File: src/rtl/seg_scan_if.sv
// Bundle of data/control inputs and scan outputs for the 7-segment scanner.
// The master drives the value, enables and load strobe; the slave drives the pins.
interface seg_scan_if #(
  parameter int DIGITS = 8,
  parameter int AN_W   = 3
);
  logic [4*DIGITS-1:0] data_in;
  logic [DIGITS-1:0]   dp_in;
  logic [DIGITS-1:0]   digit_en;
  logic                load;
  logic [AN_W-1:0]     an;
  logic [7:0]          seg;
  logic                frame_done;

  modport master (output data_in, dp_in, digit_en, load,
                  input  an, seg, frame_done);
  modport slave  (input  data_in, dp_in, digit_en, load,
                  output an, seg, frame_done);
endinterface

File: src/rtl/seg_scan_display.sv
// Time-multiplexed 7-segment scanner with hex decode and a frame-boundary double buffer.
// an/seg update together once every SCAN_DIV cycles; frame_done pulses the cycle after wrap.
// No backpressure: load is a strobe, last load in a frame wins. Optional: SEG_LZ_BLANK_EN.
module seg_scan_display #(
  parameter int DIGITS   = 8,
  parameter int SCAN_DIV = 100000,
  parameter int AN_W     = 3
) (
  input  logic       clk,
  input  logic       rst,
  seg_scan_if.slave  bus
);
  localparam int              CW      = $clog2(SCAN_DIV);
  localparam logic [CW-1:0]   CNT_MAX = CW'(SCAN_DIV - 1);
  localparam logic [AN_W-1:0] AN_MAX  = AN_W'(DIGITS - 1);

  logic [CW-1:0]       cnt;
  logic [AN_W-1:0]     an_q, an_nxt;
  logic [7:0]          seg_q, seg_nxt;
  logic                fd_q;
  logic                tick, wrap;
  logic [4*DIGITS-1:0] pend_dat, act_dat, act_dat_nxt;
  logic [DIGITS-1:0]   pend_dp, act_dp, act_dp_nxt;
  logic [DIGITS-1:0]   lz_blank;
  logic [3:0]          nib;

  function automatic logic [6:0] hex7(input logic [3:0] n);
    case (n)
      4'h0: hex7 = 7'h3F;  4'h1: hex7 = 7'h06;  4'h2: hex7 = 7'h5B;  4'h3: hex7 = 7'h4F;
      4'h4: hex7 = 7'h66;  4'h5: hex7 = 7'h6D;  4'h6: hex7 = 7'h7D;  4'h7: hex7 = 7'h07;
      4'h8: hex7 = 7'h7F;  4'h9: hex7 = 7'h6F;  4'hA: hex7 = 7'h77;  4'hB: hex7 = 7'h7C;
      4'hC: hex7 = 7'h39;  4'hD: hex7 = 7'h5E;  4'hE: hex7 = 7'h79;  default: hex7 = 7'h71;
    endcase
  endfunction

  assign tick   = (cnt == CNT_MAX);
  assign wrap   = tick && (an_q == AN_MAX);
  assign an_nxt = (an_q == AN_MAX) ? '0 : an_q + AN_W'(1);

  // Value that will be active after this edge; a load coinciding with the wrap goes straight live.
  always_comb begin
    act_dat_nxt = act_dat;
    act_dp_nxt  = act_dp;
    if (wrap) begin
      if (bus.load) begin
        act_dat_nxt = bus.data_in;
        act_dp_nxt  = bus.dp_in;
      end else begin
        act_dat_nxt = pend_dat;
        act_dp_nxt  = pend_dp;
      end
    end
  end

`ifdef SEG_LZ_BLANK_EN
  logic zero_run;
  // Digit i blanks when it and every digit above it is zero or disabled; digit 0 never blanks.
  always_comb begin
    zero_run = 1'b1;
    lz_blank = '0;
    for (int i = DIGITS - 1; i > 0; i--) begin
      zero_run    = zero_run && (!bus.digit_en[i] || (act_dat_nxt[4*i +: 4] == 4'h0));
      lz_blank[i] = zero_run;
    end
  end
`else
  assign lz_blank = '0;
`endif

  // Segment pattern for the digit that becomes selected on the coming tick.
  always_comb begin
    nib     = act_dat_nxt[{an_nxt, 2'b00} +: 4];
    seg_nxt = {act_dp_nxt[an_nxt], hex7(nib)};
    if (lz_blank[an_nxt])       seg_nxt[6:0] = 7'h00;
    if (!bus.digit_en[an_nxt])  seg_nxt      = 8'h00;
  end

  // Prescaler, digit select and registered segment outputs.
  always_ff @(posedge clk or posedge rst) begin
    if (rst) begin
      cnt   <= '0;
      an_q  <= '0;
      seg_q <= 8'h00;
      fd_q  <= 1'b0;
    end else begin
      cnt  <= tick ? '0 : cnt + CW'(1);
      fd_q <= wrap;
      if (tick) begin
        an_q  <= an_nxt;
        seg_q <= seg_nxt;
      end
    end
  end

  // Pending buffer takes every load; active buffer swaps only at the frame wrap.
  always_ff @(posedge clk or posedge rst) begin
    if (rst) begin
      pend_dat <= '0;
      pend_dp  <= '0;
      act_dat  <= '0;
      act_dp   <= '0;
    end else begin
      if (bus.load) begin
        pend_dat <= bus.data_in;
        pend_dp  <= bus.dp_in;
      end
      act_dat <= act_dat_nxt;
      act_dp  <= act_dp_nxt;
    end
  end

  assign bus.an         = an_q;
  assign bus.seg        = seg_q;
  assign bus.frame_done = fd_q;
endmodule

File: src/flat_wrapper.sv
// flat-port wrapper written by rule: the top's interface ports become plain ports
module seg_scan_display_flat 
#(
  parameter int DIGITS   = 8,
  parameter int SCAN_DIV = 100000,
  parameter int AN_W     = 3
)
  (clk, rst, bus_data_in, bus_dp_in, bus_digit_en, bus_load, bus_an, bus_seg, bus_frame_done);
  seg_scan_if #(.DIGITS(DIGITS), .AN_W(AN_W)) bus_i ();
  input  logic clk;
  input  logic rst;
  input wire logic [$bits(bus_i.data_in)-1:0] bus_data_in;
  input wire logic [$bits(bus_i.dp_in)-1:0] bus_dp_in;
  input wire logic [$bits(bus_i.digit_en)-1:0] bus_digit_en;
  input wire logic [$bits(bus_i.load)-1:0] bus_load;
  output wire logic [$bits(bus_i.an)-1:0] bus_an;
  output wire logic [$bits(bus_i.seg)-1:0] bus_seg;
  output wire logic [$bits(bus_i.frame_done)-1:0] bus_frame_done;
  assign bus_i.data_in = bus_data_in;
  assign bus_i.dp_in = bus_dp_in;
  assign bus_i.digit_en = bus_digit_en;
  assign bus_i.load = bus_load;
  assign bus_an = bus_i.an;
  assign bus_seg = bus_i.seg;
  assign bus_frame_done = bus_i.frame_done;
  seg_scan_display #(.DIGITS(DIGITS), .SCAN_DIV(SCAN_DIV), .AN_W(AN_W)) u_core (.clk(clk), .rst(rst), .bus(bus_i));
endmodule
File: config.mk
export PLATFORM = sky130hd
export DESIGN_NAME = seg_scan_display_flat
export DESIGN_NICKNAME = d
export VERILOG_FILES = /design/src/rtl/seg_scan_if.sv /design/src/rtl/seg_scan_display.sv /design/src/flat_wrapper.sv
export SDC_FILE = /design/constraint.sdc
export NUM_CORES = 1
export LEC_CHECK = 0
export CELL_PAD_IN_SITES_DETAIL_PLACEMENT = 1
export CELL_PAD_IN_SITES_GLOBAL_PLACEMENT = 2
export CORE_UTILIZATION = 38
export DETAILED_ROUTE_END_ITERATION = 10
export PLACE_DENSITY = 0.78
export REMOVE_ABC_BUFFERS = 1
export SYNTH_ARGS = -nofsm -noshare
export SYNTH_HDL_FRONTEND = slang
export SYNTH_SLANG_ARGS = --single-unit
File: constraint.sdc
create_clock -name clk -period 4.8 [get_ports clk]
set_clock_uncertainty 0.1 [all_clocks]
set_input_delay 1.2 -clock clk [delete_from_list [all_inputs] [get_ports clk]]
set_output_delay 1.2 -clock clk [all_outputs]
set_load 0.01 [all_outputs]
**Word level (Yosys, flattened, before mapping)**

Memory sizes are Yosys's and may differ from the RTL's.
Index checks and enable logic that the tools add are counted.

- Add/sub/neg operators: 2
- Magnitude comparators: 1
- Equal/unequal tests: 2
- Shifts and indexed selects: 1
- Multiplexer cells: 13
- Reduce and logical (&&, ||, !) cells: 1

Operators by type and width:

| cell | count |
|---|---|
| 32-bit two-way mux | 2 |
| 32-bit by 6-bit variable part select with 4-bit output | 1 |
| 8-bit two-way mux | 3 |
| 17-bit by 1-bit adder with 17-bit output (second input constant) | 1 |
| 17-bit equality test (second input constant) | 1 |
| 17-bit two-way mux | 1 |
| 7-bit two-way mux | 1 |
| 1-bit binary-select mux with 3-bit select | 2 |
| 3-bit by 4-bit less-than comparator with 1-bit output (second input constant) | 1 |
| 3-bit by 1-bit adder with 3-bit output (second input constant) | 1 |
| 3-bit equality test (second input constant) | 1 |
| 1-bit two-way mux | 3 |
| 3-bit two-way mux | 1 |
| 1-bit logical AND | 1 |

- Register bits after elaboration: 109
- Bits in read-only memories: 120
- Memories: 2

Memory list:

| memory | words | width | read ports | clocked after Yosys merged registers in | wr ports | RTL line | RTL |
|---|---|---|---|---|---|---|---|
| (name not given) | 16 | 7 | 1 | 0 | 0 | seg_scan_display.sv:28 | `case (n)` |
| (name not given) | 8 | 1 | 1 | 0 | 0 | seg_scan_display.sv:74 | `if (lz_blank[an_nxt]) seg_nxt[6:0] = 7'h00;` |

**Logic depth before layout (Yosys ltp)**

An unclocked memory read counts as a cell.

- Depth after elaboration: 7
- Gate-level depth with buffers: 16
- Mapped depth without buffers: 14

**Worst setup path before layout**

No wires, ideal clock.

- Path kind: input to register
- Start point: in bus_load
- End point: reg u_core.seg_q[4], in the netlist u_core.bus.seg[4]
- Library setup time: 0.122 ns
- Data arrival time: 3.156 ns
- Data required time: 4.578 ns
- Setup slack: 1.423 ns
- Cell stages on the path: 9
- Cell sequence: buf_2 > mux2_2 > mux2_2 > o31a_1 > nand3_1 > inv_1 > ha_1 > a211o_1 > a32o_1

- Word-level cells in the longest chain between the ends: 6

Ends and longest elaborated chain:

| element | RTL line | RTL |
|---|---|---|
| start: declaration | flat_wrapper.sv:15 | `input wire logic [$bits(bus_i.load)-1:0] bus_load;` |
| 32-bit two-way mux | n/a |  |
| 32-bit two-way mux | seg_scan_display.sv:44 | `if (wrap) begin` |
| named net u_core.act_dat_nxt[9] | seg_scan_display.sv:22 | `logic [4*DIGITS-1:0] pend_dat, act_dat, act_dat_nxt;` |
| 32-bit by 6-bit variable part select with 4-bit output | seg_scan_display.sv:72 | `nib = act_dat_nxt[{an_nxt, 2'b00} +: 4];` |
| memory 16 x 7 bit | n/a |  |
| 7-bit two-way mux | seg_scan_display.sv:74 |  |
| 8-bit two-way mux | seg_scan_display.sv:75 | `if (!bus.digit_en[an_nxt]) seg_nxt = 8'h00;` |
| end signal: assignment | seg_scan_display.sv:90 | `seg_q <= seg_nxt;` |
| end: declaration | seg_scan_display.sv:19 | `logic [7:0] seg_q, seg_nxt;` |

The timed path passes the listed nets, and every way through them passes these cells.
A chain may end at the register's enable or synchronous reset.

**Worst setup path after layout**

- Start point: reg u_core.an_q[0], in the netlist u_core.bus.an[0]
- End point: reg u_core.seg_q[6], in the netlist u_core.bus.seg[6]

- Word-level cells in the longest chain between the ends: 7
- Elaborated cells on any way between the ends: 13
- Classes of those cells: add/sub (1); eq/ne (1); shift (1); mux (7); reduce/logical (1); memory (2)

Ends and longest elaborated chain:

| element | RTL line | RTL |
|---|---|---|
| start: declaration | seg_scan_display.sv:18 | `logic [AN_W-1:0] an_q, an_nxt;` |
| start signal: assignment | seg_scan_display.sv:89 | `an_q <= an_nxt;` |
| 3-bit equality test | seg_scan_display.sv:37 | `assign wrap = tick && (an_q == AN_MAX);` |
| 1-bit logical AND | seg_scan_display.sv:37 |  |
| 32-bit two-way mux | seg_scan_display.sv:44 |  |
| named net u_core.act_dat_nxt[9] | seg_scan_display.sv:22 |  |
| 32-bit by 6-bit variable part select with 4-bit output | seg_scan_display.sv:72 |  |
| memory 16 x 7 bit | n/a |  |
| 7-bit two-way mux | seg_scan_display.sv:74 |  |
| 8-bit two-way mux | seg_scan_display.sv:75 |  |

The timed path passes the listed nets, and every way through them passes these cells. The select of a mux whose other input is x is not followed.

==> flow_summary.json <==
{
  "max_stage_delay_ps": 610,
  "clk_latency_ps": 350,
  "ys_dominant_reg_cell": "dfrtp_1",
  "share_comb_of_total_power_pct": 6.7,
  "whs_ps": 385,
  "fin_cells": 666,
  "rsz0062_at_grt": "false",
  "max-vdd-ir-drop_mv": 0.175,
  "r2r_slack_ps": 990,
  "io-pin-count": 63,
  "die_height_um": 119,
  "cp_max_fo": 21,
  "syn_area_um2": 5180,
  "antenna_found_initial": 0,
  "p_clk_share_pct": 40.3,
  "dp.cells": 651,
  "worst_pin_slew_ps": 980,
  "p_sw_mw": 0.394,
  "timing.fmax_mhz": 263,
  "hold_path_class": "register to register",
  "period_minus_slack_ps": 3810,
  "cpMostUsedCell": "ha_1",
  "die_w_um": 119,
  "relSlewSlack_pct": 34.7,
  "internal_power_mw": 1.42,
  "timing.rr.end": "u_core.bus.seg[6]$_DFFE_PP0N_",
  "globalplace.congestion": 0.832,
  "fin_setup_tns_ps": 0,
  "die-area_um2": 14100,
  "hpwl_mm": 8.16,
  "synth.avg_cell_area_um2": 12.0,
  "synthArstFlopShare_pct": 100,
  "grt_pass1_vias": 3723,
  "cts_resized": 0,
  "rows": 42,
  "drt-total-wl_mm": 11.8,
  "cp-end-kind": "register",
  "cts-buffers-inserted": 9,
  "outcome": "completed",
  "hold_viol": 0,
  "final_area_um2": 6220,
  "routed_via_density": 5.20,
  "nets": 546,
  "powerDensity_nw_per_um2": 291,
  "drc_errors": 0,
  "htreeDepth": 3,
  "seqPwrFrac_pct": 52.9,
  "root_buffer": "clkbuf_16",
  "cp.arrival_ps": 3960,
  "yosysSeqAreaShare_pct": 52.7,
  "cp_cell_sequence": "ha_1, ha_1, buf_4, and2_4, mux2_2, o31a_1, nand3_1, inv_1, ha_1, and3_1, o41ai_2",
  "area_delta_synth_final_pct": 20.2,
  "holdCritStartpoint": "u_core.cnt[0]$_DFF_PP0_",
  "cts_tree": "yes",
  "p_leak_nw": 2.76,
  "port_buffers": 62,
  "fin_crit_sh_pct": 79.3,
  "reg2reg_depth": 11,
  "clock_path_buffers": 2,
  "start_util_pct": 39.1,
  "cts_sinks": 109,
  "cp-start-kind": "register",
  "yosysWarnings": 0,
  "r2r_start": "u_core.bus.an[0]$_DFFE_PP0N_",
  "setup_slack_ps": 993,
  "postCtsHoldBufs": 0,
  "drive_gt1_share_pct": 20.2,
  "final_cell_mix": "109 x dfrtp_1, 61 x clkdlybuf4s50_1, 57 x mux2_2",
  "critPathKind": "register to register",
  "fill_cells": 1417,
  "grt_max_degree": 78,
  "final_common_cell": "dfrtp_1",
  "swShare_pct": 21.7,
  "seqCellArea_um2": 2730,
  "placed_cell_area_um2": 5940,
  "overflow": 0,
  "drtIter0Drc": 144,
  "crit_slowest_cell": "dfrtp_1",
  "num_vias": 3463,
  "post_cts_buffers": 0,
  "ant_nets": 0,
  "dr.pass1.iters": 4,
  "required_ps": 4960,
  "holdPathStages": 1,
  "synth_cell_type_count": 60,
  "cap_viol_max_count": 0,
  "syn_inst": 430,
  "antenna_cells": 0,
  "grt_pass1_wl_mm": 19.6,
  "synth-edff-count": 0,
  "setup_viol": 0,
  "worstHoldEndpoint": "u_core.cnt[0]$_DFF_PP0_",
  "groute.usage.overall_pct": 18.2,
  "synth-seq-cells": 109,
  "pre_cts_ws_ps": 827,
  "coreArea_um2": 13200,
  "multiInputGateArea_um2": 2250,
  "slew_viol_final": 0,
  "wire_per_inst_um": 17.8,
  "path_clk_slew_ps": 70
}
==> Yosys cell counts (2+ instances only) <==
| cell | n | area share, % |
|---|---|---|
| inv_1 | 17 | 1.2 |
| nor2_1 | 21 | 1.5 |
| and2_1 | 2 | 0.24 |
| and4bb_2 | 2 | 0.48 |
| buf_4 | 2 | 0.29 |
| mux2_2 | 57 | 12 |
| clkbuf_1 | 10 | 0.73 |
| buf_2 | 9 | 0.87 |
| mux2i_1 | 19 | 3.7 |
| buf_6 | 3 | 0.65 |
| ha_1 | 9 | 2.2 |
| and3_1 | 10 | 1.2 |
| nand4_1 | 6 | 0.73 |
| a311oi_1 | 2 | 0.34 |
| o41ai_2 | 2 | 0.63 |
| a31oi_1 | 2 | 0.24 |
| o21ai_0 | 11 | 1.1 |
| dfrtp_1 | 109 | 53 |
| nand2_1 | 32 | 2.3 |
| xor2_1 | 7 | 1.2 |
| a32o_1 | 2 | 0.39 |
| nand2b_1 | 3 | 0.36 |
| o21bai_1 | 3 | 0.44 |
| nand3_1 | 15 | 1.5 |
| o31ai_2 | 2 | 0.48 |
| xnor2_1 | 8 | 1.4 |
| mux4_2 | 3 | 1.3 |
| mux2_1 | 4 | 0.87 |
| and4_1 | 2 | 0.34 |
| o211ai_1 | 3 | 0.44 |
| a21oi_1 | 24 | 2.3 |
==> cells by family (layout without fill, tap and decap cells) <==
| kind of cell | after synthesis | after routing | synth area share [%] |
|---|---|---|---|
| adder cells (fa/ha/maj) | 9 | 9 | 2.18 |
| XOR/XNOR | 15 | 15 | 2.54 |
| AND/OR/NAND/NOR | 103 | 103 | 10.6 |
| multiplexers | 84 | 84 | 18.5 |
| AO/OA/AOI/OAI | 68 | 68 | 9.62 |
| buffers and inverters | 42 | 102 | 3.84 |
| flip-flops | 109 | 109 | 52.7 |
==> state kept, by name, summed over array words and instances (netlist names) <==
register               cells
u_core.act_dat            32
u_core.bus.seg             8
u_core.bus.an              3
u_core.pend_dp             8
u_core.act_dp              8
u_core.cnt                17
u_core.pend_dat           32
u_core.bus.frame_done      1
==> power by group through the flow <==
stage / sequential, mW / clock, mW / combinational (mW)
2_1_floorplan: 0.974 / 0 / 0.0578
3_3_place_gp: 0.976 / 0 / 0.121
3_5_place_dp: 0.977 / 0 / 0.125
4_1_cts: 0.959 / 0.754 / 0.126
5_1_grt: 0.962 / 0.780 / 0.136
6_report: 0.959 / 0.730 / 0.122
==> critical path: cells and delay by family (launching register included) <==
kind,cells,cell delay (ps)
mux,1,390
buf+inv,2,440
compound gates,2,620
fa+ha+maj,3,880
simple gates,3,650
flops,1,610
==> layer usage <==
metal	track usage, %	share of wire, %	wire length (um)	vias to the layer above
met3	3.81	2.9	345	11
met4	6.09	1.2	143	0
met2	30.7	50	5860	53
met5	0	0	0	-
met1	23.2	46	5490	1762
li1	-	-	-	1637
==> through the flow <==
stage	power (mW)	utilization (%)
floorplan	1.03	-
global placement	1.10	44.9
detailed placement	1.10	44.9
CTS	1.84	47.0
global route	1.88	47.0
finish	1.81	47.0
==> area by class of cell <==
cell class / count / area share (%)
repair buffers: 70 / 10.9
multi-input cells: 279 / 36.2
inverters: 17 / 1.07
clock inverters: 5 / 0.845
clock buffers: 10 / 3.68
well taps: 176 / 3.54
flip-flops and latches: 109 / 43.8
==> how the worst max path moves through the flow <==
stage | depth (start not counted) | slack, ps | to | start
floorplan | 1 | 630 | u_core.act_dat[0]$_DFF_PP0_ | rst
global placement | 8 | 870 | u_core.bus.seg[4]$_DFFE_PP0N_ | bus_load
detailed placement | 8 | 830 | u_core.bus.seg[4]$_DFFE_PP0N_ | bus_load
CTS | 11 | 970 | u_core.bus.seg[6]$_DFFE_PP0N_ | u_core.bus.an[0]$_DFFE_PP0N_
global route | 11 | 810 | u_core.bus.seg[6]$_DFFE_PP0N_ | u_core.bus.an[0]$_DFFE_PP0N_
finish | 11 | 990 | u_core.bus.seg[6]$_DFFE_PP0N_ | u_core.bus.an[0]$_DFFE_PP0N_
(Power assumes the default switching activity.)
==> edit 1 (config.mk and constraints unchanged) <==
The option `SEG_LZ_BLANK_EN` is turned on by a define.
--- a/src/rtl/seg_scan_display.sv
+++ b/src/rtl/seg_scan_display.sv
@@ -3,2 +3,4 @@
 // No backpressure: load is a strobe, last load in a frame wins. Optional: SEG_LZ_BLANK_EN.
+`define SEG_LZ_BLANK_EN
+
 module seg_scan_display #(
Check against the original RTL: same outputs for any inputs over 10 cycles, from zero or initial values and one cycle with rst high; that may be too few to reach the edited logic, so the function may still have changed.
==> edit 1 against the unedited design <==
  * Maximum frequency down 1.3%
  * Power down 0.85%
  * Worst setup slack worse by 0.049 ns
  * Global-route usage up 2.9 points
  * Sequential cell count unchanged
  * Largest cell class unchanged
  * Area after synthesis up 4.4%
  * Clock power down 6.6%
  * Final area up 3.3%
  * Wire length up 19%
  * Sequential power up 0.8%
  * Largest power group unchanged
==> edit 1: results <==
{
  "synth_flop_cell": "dfrtp_1",
  "fill_cells": 1536,
  "synth_common_cells": "dfrtp_1 (109), nand2_1 (85), nor2_1 (42), mux2_2 (34), mux2i_1 (23)",
  "synth_area_leaders": "dfrtp_1 (50%), mux2_2 (7.1%), nand2_1 (5.9%), mux2i_1 (4.3%), nor2_1 (2.9%)",
  "clk_pin_slew_worst_paths_ns": 0.07,
  "met1_usage_pct": 29.05,
  "dp_slack_ns": 0.6061,
  "worstPathArrival_ns": 4.00,
  "viasPerCell": 5.397,
  "cp_slowest_cell": "mux4_2",
  "ir_worst_vdd_v": 0.0001539,
  "grt_pass1_vias": 4293,
  "p_sw_mw": 0.4075,
  "postSynthAreaPerCell_sq_um": 10.59,
  "fin_nets": 629,
  "status": "complete, no violations",
  "gp_congestion": 0.8686,
  "whs_path_depth": 2,
  "ys_seq_area_share_pct": 50.49,
  "grt_start_max_net_pins": 48,
  "rr_worst_depth": 13,
  "met3_usage_pct": 4.746,
  "drt-initial-drc-count": 214,
  "tightestPinTransition_ns": 0.6894,
  "synth.distinct_cells": 62,
  "dp_hpwl_mm": 10.29,
  "grt_util_met2_pct": 32.75,
  "dr.pass1.iters": 4,
  "leakagePower_nw": 2.780,
  "antenna_cells": 0,
  "wl_per_cell_um": 18.82,
  "critPathTopFamily": "adder cells",
  "pg_clk_mw": 0.682,
  "grt_pass1_wl_mm": 23.55,
  "dp_cells": 738,
  "combinationalPowerShare_pct": 8.2,
  "clkLatencyLatePin_ns": 0.35,
  "drive_gt1_share_pct": 14.19,
  "finalNonFillerCells": 751,
  "cpPeakStageDelay_ns": 0.56,
  "grt_usage_pct": 21.15,
  "largestRegisters": "u_core.act_dat (32), u_core.pend_dat (32), u_core.cnt (17)",
  "path_max_fanout": 12,
  "yosys_warnings": 0
}
edit 1: cell count changes after synthesis, sizes merged, moves of 9 or more:
cell    unedited run  this run
nand2             32        86
mux2              62        34
nor2              21        42
o21ai             12        24
a21oi             24        13
a211oi             0         9
edit 1: per-stage QoR:
step | util (%) | area, sq um | power (mW) | hold slack, ns
detailed placement | 44.47 | 6172 | 1.135 | 0.3633
floorplan | - | 5226 | 1.054 | 0.3360
CTS | 46.30 | 6427 | 1.823 | 0.3798
global route | 46.30 | 6427 | 1.870 | 0.4130
finish | 46.30 | 6427 | 1.796 | 0.3802
global placement | 44.47 | 6172 | 1.130 | 0.3549
edit 1: kinds of logic after synthesis:
kind of cell             count (synthesis)  synth area share, %
flip-flops                             109                50.49
adder cells (fa/ha/maj)                  9                2.084
AO/OA/AOI/OAI                           83                10.95
AND/OR/NAND/NOR                        186                16.40
XOR/XNOR                                14                2.270
buffers and inverters                   48                4.794
multiplexers                            61                13.02
edit 1: cell type report:
class	instances	area, sq um	area share [%]
clock inverter	2	12.51	0.1947
tap	180	225.2	3.504
sequential	109	2728	42.44
inverter	22	85.08	1.324
clock buffer	11	242.7	3.777
timing repair buffer	74	718.2	11.17
multi-input combinational	353	2416	37.59
edit 1: final timing paths:
check / start / slack (ns) / endpoint
max: u_core.bus.an[0] / 0.94 / u_core.bus.seg[3]
min: u_core.act_dp[7] / 0.38 / u_core.act_dp[7]
max reg2reg: u_core.bus.an[0] / 0.94 / u_core.bus.seg[3]
min reg2reg: u_core.act_dp[7] / 0.38 / u_core.act_dp[7]
max in group asynchronous: rst / 2.47 / u_core.act_dat[0]
min in group asynchronous: rst / 1.18 / u_core.cnt[16]
edit 1: per-layer routing:
layer	vias up	share of wire (%)
li1	1908	-
met1	2055	48
met2	74	45
met3	16	4.4
met4	0	1.9
met5	-	0
==> edit 2 (same flow settings) <==
Without the edit above. Reset style: synchronous (`rst`), changed in 2 clocked blocks.
--- a/src/rtl/seg_scan_display.sv
+++ b/src/rtl/seg_scan_display.sv
@@ -78,3 +78,3 @@
   // Prescaler, digit select and registered segment outputs.
-  always_ff @(posedge clk or posedge rst) begin
+  always_ff @(posedge clk) begin
     if (rst) begin
@@ -95,3 +95,3 @@
   // Pending buffer takes every load; active buffer swaps only at the frame wrap.
-  always_ff @(posedge clk or posedge rst) begin
+  always_ff @(posedge clk) begin
     if (rst) begin
Formal check against the unedited RTL: no difference found for any inputs over 10 cycles, from zero or initial values and one cycle with rst high; that may be too few to reach the edited logic, so the function may still have changed.
==> edit 2 against the unedited design <==
  * Final area is 5.4% lower
  * First-iteration DRC count rose by 3.5%
  * Wire length up 3.9%
  * Sequential cell count did not move
  * Synthesized cell count grew 23%
  * Critical endpoint is now u_core.bus.seg[0]
  * Worst setup slack better by 0.15 ns
  * Area after synthesis shrank 6.9%
  * Final cell count rose by 13%
  * Sequential share of layout area decreased by 6.8 points
  * Power is 0.41% higher
==> edit 2: results <==
{
  "status": "complete, no violations",
  "critPathTopFamily": "adder cells",
  "synth_common_cells": "dfxtp_1 (109), nor2_1 (93), mux2i_1 (47), a211oi_1 (31), nand2_1 (31)",
  "synth_area_leaders": "dfxtp_1 (45%), mux2i_1 (9.8%), nor2_1 (7.2%), a211oi_1 (4.8%), a21oi_1 (2.9%)",
  "grt_pass1_vias": 3936,
  "gp_congestion": 0.7952,
  "tightestPinTransition_ns": 0.8004,
  "grt_pass1_wl_mm": 20.18,
  "root_buffer": "clkbuf_16",
  "grt_usage_pct": 20.10,
  "synth.distinct_cells": 54,
  "port_buffers": 62,
  "ir_worst_vdd_v": 0.0002018,
  "fin_nets": 639,
  "max_freq_ghz": 0.2735,
  "fill_cells": 1444,
  "dp_hpwl_mm": 8.701,
  "drt-initial-drc-count": 149,
  "grt_start_max_net_pins": 53,
  "drive_gt1_share_pct": 7.363,
  "cp_slowest_cell": "ha_1",
  "dr.pass1.iters": 4,
  "cpPeakStageDelay_ns": 0.59,
  "cts_setup_buffers": 0,
  "ys_seq_area_share_pct": 45.28,
  "synth_flop_cell": "dfxtp_1",
  "path_max_fanout": 12,
  "htree_levels": 3,
  "viasPerCell": 5.258,
  "leakagePower_nw": 2.183,
  "wl_mm": 12.29,
  "post_cts_resize_count": 0,
  "antenna_cells": 0,
  "clk_path_buf_depth": 2,
  "worstPathArrival_ns": 3.84,
  "place_area_sq_mm": 0.005578,
  "synth-async-reset-ratio_pct": 0
}
-- edit 2: changes by cell type after synthesis, sizes merged, moves of 12 or more --
cell	unedited run	this run
a211oi	0	31
clkbuf	10	27
dfrtp	109	0
dfxtp	0	109
mux2	62	4
mux2i	19	47
nor2	21	93
nor3	1	13
-- edit 2: worst register-to-register path, stage by stage, from the launching register on --
cell	delay [ns]
dfxtp_1	0.48
ha_1	0.29
ha_1	0.59
mux4_2	0.56
nor2_1	0.10
nor2_1	0.05
o21a_1	0.18
nand4_1	0.31
inv_1	0.17
ha_1	0.28
mux2_1	0.33
o211ai_2	0.14
-- edit 2: power breakdown --
part           switching [mW]  internal, mW  total [mW]  leakage [nW]
registers             0.00708         0.925       0.932         0.886
clock network           0.351         0.423       0.774         0.149
logic                  0.0522        0.0608       0.113          1.15
-- edit 2: per-layer routing --
| metal | global-route usage (%) | wire (um) | share of wire (%) |
|---|---|---|---|
| met1 | 24.93 | 5759 | 47 |
| met2 | 34.42 | 6056 | 49 |
| met3 | 4.764 | 323 | 2.6 |
| met4 | 6.234 | 154 | 1.3 |
| met5 | 0 | 0 | 0 |
-- edit 2: worst paths after layout --
check	slack (ns)	endpoint	cells after the start	start
setup / recovery	1.14	u_core.bus.seg[0]	11	u_core.bus.an[0]
hold / removal	0.34	u_core.bus.seg[1]	2	u_core.bus.seg[1]
setup reg to reg	1.14	u_core.bus.seg[0]	11	u_core.bus.an[0]
hold reg to reg	0.34	u_core.bus.seg[1]	2	u_core.bus.seg[1]
-- edit 2: cell type report --
type,count,share of cell area [%]
sequential,109,37.07
inverter,8,0.5102
tap,168,3.571
multi-input combinational,378,41.84
clock inverter,6,1.169
clock buffer,10,4.060
timing repair buffer,73,11.78
-- edit 2: through the flow --
stage / setup WS [ns] / utilization (%) / cells
floorplan: 0.4598 / - / 495
global placement: 0.9822 / 45.68 / 736
detailed placement: 0.8648 / 45.68 / 736
CTS: 1.145 / 48.20 / 752
global route: 0.9123 / 48.20 / 752
finish: 1.144 / 48.20 / 752
-- edit 2: logic make-up (layout without fill, tap and decap cells) --
group	count (synthesis)	in the layout	synth area share [%]
mux	55	55	12.56
fa+ha+maj	9	9	2.336
buf+inv	44	97	3.790
compound gates	106	106	14.36
flops	109	109	45.28
xor+xnor	14	14	2.544
simple gates	194	194	19.13
